## src/rtl/timing_leak_monitor.sv

```systemverilog
// timing_leak_monitor: constant-time checker for NCH sequential multipliers
// that share one start pulse. Each channel's first done is timestamped from
// start, and at the end of a run the spread of latencies (or a timeout) is
// reported as a timing leak.
//
// Optional build macro: TIMING_LEAK_STICKY_EN
//   defined     -> leak stays 1 after the first leaking run until rst
//   not defined -> leak reflects only the most recent run
//
// Handshake: start is a single-cycle request, sampled only in IDLE. Done
// inputs are level-sampled; only the first high sample per channel per run
// counts. reportValid is a one-cycle strobe, and the result outputs hold
// their values until the next strobe. There is no back-pressure.
//
// dbgState exposes the FSM state for checkers (0=IDLE, 1=RUN, 2=REPORT).
module timing_leak_monitor #(
  parameter int NCH       = 2,
  parameter int CNT_WIDTH = 8,
  parameter int TIMEOUT   = 200
) (
  input  logic                 clk,
  input  logic                 rst,
  input  logic                 start,
  input  logic [NCH-1:0]       done,
  output logic                 busy,
  output logic                 doneAny,
  output logic                 reportValid,
  output logic                 leak,
  output logic                 timeout,
  output logic [CNT_WIDTH-1:0] minLatency,
  output logic [CNT_WIDTH-1:0] maxLatency,
  output logic [CNT_WIDTH-1:0] skew,
  output logic [15:0]          leakCount,
  output logic [1:0]           dbgState
);

  localparam logic [CNT_WIDTH-1:0] TIMEOUT_C = CNT_WIDTH'(TIMEOUT);

  typedef enum logic [1:0] {
    IDLE   = 2'd0,
    RUN    = 2'd1,
    REPORT = 2'd2
  } stateT;

  stateT                state;
  stateT                stateNext;
  logic [CNT_WIDTH-1:0] counter;
  logic [NCH-1:0]       flags;
  logic [CNT_WIDTH-1:0] lat [NCH];

  logic [NCH-1:0]       captureNow;
  logic [NCH-1:0]       flagsNext;
  logic                 allDone;
  logic                 atTimeout;
  logic                 finishRun;
  logic [CNT_WIDTH-1:0] effLat [NCH];
  logic [CNT_WIDTH-1:0] runMin;
  logic [CNT_WIDTH-1:0] runMax;
  logic [CNT_WIDTH-1:0] runSkew;
  logic                 runTimeout;
  logic                 runLeak;

  assign dbgState = state;

  // Capture bookkeeping and next-state selection for the current cycle.
  always_comb begin
    captureNow = '0;
    if (state == RUN) captureNow = done & ~flags;
    flagsNext = flags | captureNow;
    allDone   = &flagsNext;
    atTimeout = (counter == TIMEOUT_C);
    finishRun = (state == RUN) && (allDone || atTimeout);
    stateNext = state;
    case (state)
      IDLE:    if (start) stateNext = RUN;
      RUN:     if (allDone || atTimeout) stateNext = REPORT;
      REPORT:  stateNext = IDLE;
      default: stateNext = IDLE;
    endcase
  end

  // Final latencies as they stand after this cycle's captures; channels that
  // never finished are charged the full timeout.
  always_comb begin
    for (int i = 0; i < NCH; i++) begin
      if (captureNow[i])  effLat[i] = counter;
      else if (flags[i])  effLat[i] = lat[i];
      else                effLat[i] = TIMEOUT_C;
    end
    runMin = effLat[0];
    runMax = effLat[0];
    for (int i = 1; i < NCH; i++) begin
      if (effLat[i] < runMin) runMin = effLat[i];
      if (effLat[i] > runMax) runMax = effLat[i];
    end
    runSkew = runMax - runMin;
    // A run only ends without all flags set when the timeout fired.
    runTimeout = ~allDone;
    runLeak    = (runSkew != '0) | runTimeout;
  end

  // FSM state register.
  always_ff @(posedge clk or posedge rst) begin
    if (rst) state <= IDLE;
    else     state <= stateNext;
  end

  // Cycle counter, capture flags and per-channel latency registers.
  always_ff @(posedge clk or posedge rst) begin
    if (rst) begin
      counter <= '0;
      flags   <= '0;
      for (int i = 0; i < NCH; i++) lat[i] <= '0;
    end else begin
      if (state == IDLE && start) begin
        counter <= CNT_WIDTH'(1);
        flags   <= '0;
      end else if (state == RUN) begin
        flags <= flagsNext;
        for (int i = 0; i < NCH; i++) begin
          if (captureNow[i]) lat[i] <= counter;
        end
        // Hold at the end of a run so a TIMEOUT of 2^CNT_WIDTH-1 cannot wrap.
        if (!finishRun) counter <= counter + CNT_WIDTH'(1);
      end
    end
  end

  // Registered status and result outputs; results load only when a run ends.
  always_ff @(posedge clk or posedge rst) begin
    if (rst) begin
      busy        <= 1'b0;
      doneAny     <= 1'b0;
      reportValid <= 1'b0;
      leak        <= 1'b0;
      timeout     <= 1'b0;
      minLatency  <= '0;
      maxLatency  <= '0;
      skew        <= '0;
      leakCount   <= '0;
    end else begin
      busy        <= (stateNext == RUN);
      doneAny     <= (state == RUN) && (stateNext == RUN) && (|flagsNext);
      reportValid <= finishRun;
      if (finishRun) begin
        minLatency <= runMin;
        maxLatency <= runMax;
        skew       <= runSkew;
        timeout    <= runTimeout;
`ifdef TIMING_LEAK_STICKY_EN
        leak       <= leak | runLeak;
`else
        leak       <= runLeak;
`endif
        if (runLeak && leakCount != 16'hFFFF) leakCount <= leakCount + 16'd1;
      end
    end
  end

endmodule

```

## config.mk

```make
export PLATFORM = sky130hd
export DESIGN_NAME = timing_leak_monitor
export DESIGN_NICKNAME = d
export VERILOG_FILES = /design/src/rtl/timing_leak_monitor.sv
export SDC_FILE = /design/constraint.sdc
export NUM_CORES = 1
export LEC_CHECK = 0
export ABC_CLOCK_PERIOD_IN_PS = 5200
export CELL_PAD_IN_SITES_DETAIL_PLACEMENT = 1
export CELL_PAD_IN_SITES_GLOBAL_PLACEMENT = 1
export CORE_ASPECT_RATIO = 0.75
export CORE_UTILIZATION = 39
export DETAILED_ROUTE_END_ITERATION = 12
export PLACE_DENSITY = 0.86
export SLEW_MARGIN = 15
export SYNTH_ARGS = -nofsm -noshare
export SYNTH_HDL_FRONTEND = slang
export SYNTH_SLANG_ARGS = --single-unit
```

## constraint.sdc

```tcl
create_clock -name clk -period 5.2 [get_ports clk]
set_input_delay 0.52 -clock clk [delete_from_list [all_inputs] [get_ports clk]]
set_output_delay 0.52 -clock clk [all_outputs]
set_load 0.05 [all_outputs]
```

# After elaboration in Yosys (flattened, before gate mapping)
# Cells that the tools add are included.
# W data, S select, Z words.
[word_totals] wordCells=60 regBits=73 input_bits=5 out_inout_bits=47
[classes] eq_ne=5 n_lt_le_gt_ge=2 n_reduce_logical=15 muxes=15 n_addsub=3 bitwise=6
[op_table] cell="$mux W8" count=9
[op_table] cell="$add A16 B1 Y16 const B" count=1
[op_table] cell="$ne A16 B16 Y1 const B" count=1
[op_table] cell="$mux W2" count=5
[op_table] cell="$add A8 B1 Y8 const B" count=1
[op_table] cell="$eq A8 B8 Y1 const B" count=1
[op_table] cell="$gt A8 B8 Y1" count=1
[op_table] cell="$lt A8 B8 Y1" count=1
[op_table] cell="$reduce_bool A8 Y1" count=1
[op_table] cell="$sub A8 B8 Y8" count=1
[op_table] cell="$reduce_and A2 Y1" count=3
[op_table] cell="$reduce_and A3 Y1" count=2
[op_table] cell="$logic_and A1 B1 Y1" count=5
[op_table] cell="$eq A2 B1 Y1 const B" count=2
[op_table] cell="$pmux W2 S2" count=1
[op_table] cell="$and A2 B2 Y2" count=1
[op_table] cell="$logic_not A2 Y1" count=1
[op_table] cell="$ne A2 B1 Y1 const B" count=1
[op_table] cell="$not A1 Y1" count=2
[op_table] cell="$not A2 Y2" count=1
[op_table] cell="$or A2 B2 Y2" count=1
[op_table] cell="$reduce_bool A2 Y1" count=1
[op_table] cell="$reduce_or A2 Y1" count=1
[op_table] cell="$logic_or A1 B1 Y1" count=1
[op_table] cell="$or A1 B1 Y1" count=1

# Longest topological paths before layout
[logic_depth] ltp_word=11 depth_mapped=27 mapped_depth_nobuf=22

# Worst setup path after synthesis
# OpenSTA, ideal clock, no wires.
[synth_path] path_kind="reg-to-reg" start="reg state[0] (netlist: dbgState[0])" end="reg leakCount[1]" slack_ps=-684 synth_period_minus_slack_ps=5884 path_buffers=3 stages_incl_launch_ff=26 arrival_time_ps=5757 cell_sequence="dfrtp_1 > buf_2 > nand4bb_1 > clkbuf_1 > mux2i_1 > nor2_1 > inv_1 > ha_1 > and4_1 > and2_1 > a211oi_2 > o31ai_4 > nand2b_1 > clkbuf_1 > mux2i_1 > ha_1 > fa_1 > inv_1 > a21oi_1 > and3_1 > a311oi_2 > a311oi_1 > o21a_1 > nor4_4 > nor2_2 > mux2_1"
[synth_between] elab_chain_cells=10
[synth_rtl] element="from (decl)" line_no="45" rtl="stateT state;"
[synth_rtl] element="from (signal assigned)" line_no="105" rtl="else state <= stateNext;"
[synth_rtl] element="$eq A2 B1 Y1 *" line_no="68, 72"
[synth_rtl] element="$mux W2" line_no="68" rtl="if (state == RUN) captureNow = done & ~flags;"
[synth_rtl] element="$mux W8" line_no="86" rtl="if (captureNow[i]) effLat[i] = counter;"
[synth_rtl] element="$gt A8 B8 Y1 or $lt A8 B8 Y1 (tied branches)" line_no="94, 93"
[synth_rtl] element="$mux W8, on equally long branches" line_no="94, 93"
[synth_rtl] element="$sub A8 B8 Y8" line_no="96" rtl="runSkew = runMax - runMin;"
[synth_rtl] element="$reduce_bool A8 Y1" line_no="99" rtl="runLeak = (runSkew != '0) | runTimeout;"
[synth_rtl] element="$or A1 B1 Y1" line_no="99"
[synth_rtl] element="$logic_and A1 B1 Y1" line_no="155" rtl="if (runLeak && leakCount != 16'hFFFF) leakCount <= leakCount + 16'd1;"
[synth_rtl] element="$reduce_and A2 Y1 (no line) *"
[synth_rtl] element="to (signal assigned)" line_no="155"
[synth_rtl] element="to (decl)" line_no="33" rtl="output logic [15:0] leakCount,"
# Every way passes the cells marked *; elsewhere a longest branch is shown, timed or not.
# A chain may end at the register's enable or synchronous reset.

# Final worst setup path
[layout_path] start="in done[1]" end="reg leakCount[13]"
[layout_between] elab_chain_cells=10
[layout_rtl] element="from (decl)" line_no="24" rtl="input logic [NCH-1:0] done,"
[layout_rtl] element="$and A2 B2 Y2 *" line_no="68"
[layout_rtl] element="$mux W2 *" line_no="68"
[layout_rtl] element="$mux W8" line_no="86"
[layout_rtl] element="$gt A8 B8 Y1 or $lt A8 B8 Y1 (tied branches)" line_no="94, 93"
[layout_rtl] element="$mux W8, on equally long branches" line_no="94, 93"
[layout_rtl] element="$sub A8 B8 Y8" line_no="96"
[layout_rtl] element="$reduce_bool A8 Y1" line_no="99"
[layout_rtl] element="$or A1 B1 Y1" line_no="99"
[layout_rtl] element="$logic_and A1 B1 Y1" line_no="155"
[layout_rtl] element="$reduce_and A2 Y1 (no line) *"
# Marked as above.

==> flow_summary.toml <==
[setup_path]
critPathKind = "input port to flip-flop"
startpoint_type = "input port"
critical_path_required_ps = 5450
critPathArrivalTime_ps = 5720
worstSetupEndpointType = "flip-flop"
cp_max_fo = 5
rr_worst_depth = 25

[sta]
post-route-period-util_pct = 105.3
fmax_mhz = 182.7
tightest_slew_ps = 1212
hold_viol = 0
rsz0062_at_grt = "true"
fin_skew_ps = 13.71
post-route-min-period_ps = 5475
finalSetupViolCount = 17
fin_ws_ps = -274.9
max_slew_margin_pct = 17.09
finalSetupTns_ps = -3293
drv_slew = 0

[logic_synthesis]
synth-async-reset-ratio_pct = 100.0
synth_edf_count = 0
synth_ff_type = "dfrtp_1"
syn_area_sq_um = 4188
ys_seq_elements = 73
yosysWarnings = 0
avgSynthCellArea_sq_um = 9.475
netlist-cell-type-count = 68
syn_nets = 463
syn_inst = 442
seq_area_frac_synth_pct = 43.62

[placement]
hpwl_um = 10030
gp_congestion = 0.8857
io_buffers = 51

[clock_network]
clkLatencyLatePin_ps = 360
root_buffer = "clkbuf_16"
ctsHtreeMaxLevel = 3
tritoncts = "done"
ctsHoldBuffers = 0
cts_buffer_depth = 2
cts_buffers = 9
cts.sinks = 73
path_clk_slew_ps = 70

[worst_hold_path]
holdPathStages = 2
hold_class = "flip-flop to flip-flop"

[final_layout]
drive_gt1_share_pct = 39.64
finalNetCount = 634
fill_cells = 1086
antennaDiodeCount = 0
area_delta_synth_final_pct = 60.20

[route]
drt-initial-drc-count = 523
avgRoutedWirePerCell_um = 30.20
num_vias = 4885
drt-pass1-iter-count = 6
drc = 0
vias_per_cell = 6.479
antenna_left = 0
wl_um = 22770

[grt]
grt_usage_pct = 36.02
grt_pass1_vias = 4746
grt_overflow_total = 0
grt_pass1_wl_um = 29220
grt_antenna_before_repair = 1
grt_max_degree = 46

[floorplan]
die_h_um = 91.74
row_count = 32
dieArea_sq_um = 11160
die_w_um = 121.7
ios = 52
core_sq_um = 10370
start_util_pct = 40.38

[flow_run]
maxCapViolCount = 0

[run_status]
violations = "negative setup slack"
status = "finished with violations"
-- layer usage --
metal | share of wire [%] | track usage [%] | vias up
li1 | - | - | 1885
met1 | 39 | 45.05 | 2482
met2 | 45 | 56.68 | 359
met3 | 8.7 | 8.458 | 159
met4 | 7.2 | 20.88 | 0
met5 | 0 | 0 | -
-- cells in the final DEF, fill, tap and decap left out, types with 7 or more instances in the layout --
| cell type | synthesis | layout |
|---|---|---|
| nand2_1 | 71 | 69 |
| mux2_2 | 11 | 10 |
| buf_4 | 0 | 110 |
| inv_1 | 26 | 20 |
| nand3_1 | 8 | 7 |
| dfrtp_1 | 73 | 69 |
| clkdlybuf4s50_1 | 0 | 49 |
| nor2_4 | 0 | 10 |
| a21oi_1 | 16 | 11 |
| nor2_1 | 34 | 24 |
| clkbuf_16 | 0 | 9 |
| ha_1 | 15 | 8 |
| xor2_1 | 21 | 18 |
| buf_6 | 1 | 13 |
| mux2i_1 | 10 | 7 |
| o21ai_0 | 33 | 25 |
-- area by class of cell --
type | instances | area [sq um] | share of cell area [%]
Multi-Input combinational cell | 326 | 2754 | 41.05
Sequential cell | 73 | 1832 | 27.30
Timing Repair Buffer | 177 | 1548 | 23.07
Clock buffer | 10 | 239.0 | 3.562
Tap cell | 136 | 170.2 | 2.536
Inverter | 26 | 100.1 | 1.492
Clock inverter | 6 | 66.31 | 0.9884
-- cells by family after synthesis --
| group | share of synthesized area [%] |
|---|---|
| adder cells (fa/ha/maj) | 5.229 |
| AND/OR/NAND/NOR | 21.12 |
| buffers and inverters | 4.063 |
| AO/OA/AOI/OAI | 13.98 |
| multiplexers | 6.155 |
| XOR/XNOR | 5.826 |
| flip-flops | 43.62 |
-- Yosys cell counts, types with 3 or more instances --
| cell type | count | share of area (%) |
|---|---|---|
| nor4_1 | 5 | 0.75 |
| nor3_1 | 8 | 0.96 |
| nand2_1 | 71 | 6.4 |
| a21oi_1 | 16 | 1.9 |
| dfrtp_1 | 73 | 44 |
| nor2b_1 | 7 | 1.0 |
| o41a_1 | 3 | 0.81 |
| nand4_1 | 4 | 0.60 |
| and3_1 | 6 | 0.90 |
| o22ai_1 | 4 | 0.60 |
| o21ai_0 | 33 | 3.9 |
| and2_1 | 4 | 0.60 |
| xnor2_1 | 5 | 1.0 |
| mux2i_1 | 10 | 2.4 |
| nand3_1 | 8 | 0.96 |
| clkbuf_1 | 14 | 1.3 |
| xor2_1 | 21 | 4.4 |
| mux2_2 | 11 | 3.0 |
| ha_1 | 15 | 4.5 |
| and4_1 | 5 | 1.0 |
| inv_1 | 26 | 2.3 |
| nor2_1 | 34 | 3.0 |
| nand2b_1 | 5 | 0.75 |
-- state kept, by name, summed over array words and instances (netlist names) --
name         flops
lat             16
leakCount       16
counter          8
maxLatency       8
minLatency       8
skew             8
dbgState         2
flags            2
busy             1
doneAny          1
leak             1
reportValid      1
timeout          1
-- worst max-delay path, cell delays in order --
cell and delay, ps:
dlygate4sd2_1 360, and4bb_2 330, nand2_1 130, nand2_1 200, ha_1 300, and4_4 210
and2_1 210, a211oi_4 300, o31ai_4 130, buf_6 150, buf_4 160, o21ai_4 140
buf_4 140, ha_1 250, nor2b_1 170, o21ai_1 220, nor2b_1 370, a22o_1 240
o211ai_2 140, nor4_4 390, buf_6 190, buf_12 140, nor4_4 40, xor2_1 270
-- stage by stage --
step           utilization, %  worst slack, ps  area (sq um)  std cells  hold slack [ps]
2_1_floorplan               -            1.126          4240        442            435.6
3_3_place_gp            52.30           -426.5          5424        690            457.9
3_5_place_dp            52.30           -921.6          5424        690            471.7
4_1_cts                 59.97           -80.05          6218        727            486.3
5_1_grt                 64.70           -366.2          6709        754            526.2
6_report                64.70           -274.9          6709        754            491.3
-- final timing paths --
path	from	to	slack [ps]
max in group asynchronous	rst	minLatency[4]	3470
worst min-delay path	maxLatency[6]	maxLatency[6]	490
worst max-delay path	done[1]	leakCount[13]	-270
min in group asynchronous	rst	lat[15]	640
worst min register to register	maxLatency[6]	maxLatency[6]	490
worst max register to register	flags[1]	leakCount[13]	-270
-- what timing repair did --
item | CTS | global route
gates resized for setup | 67 | 66
pin swaps | 30 | 37
gates cloned | 2 | 0
hold endpoints to repair | 0 | 0
buffers inserted | 19 | 29
endpoints found under the setup margin | 19 | 17
Power is left out: the tool's default activity adds up to more than one toggle a clock period on the data nets, which glitch-free logic cannot reach.
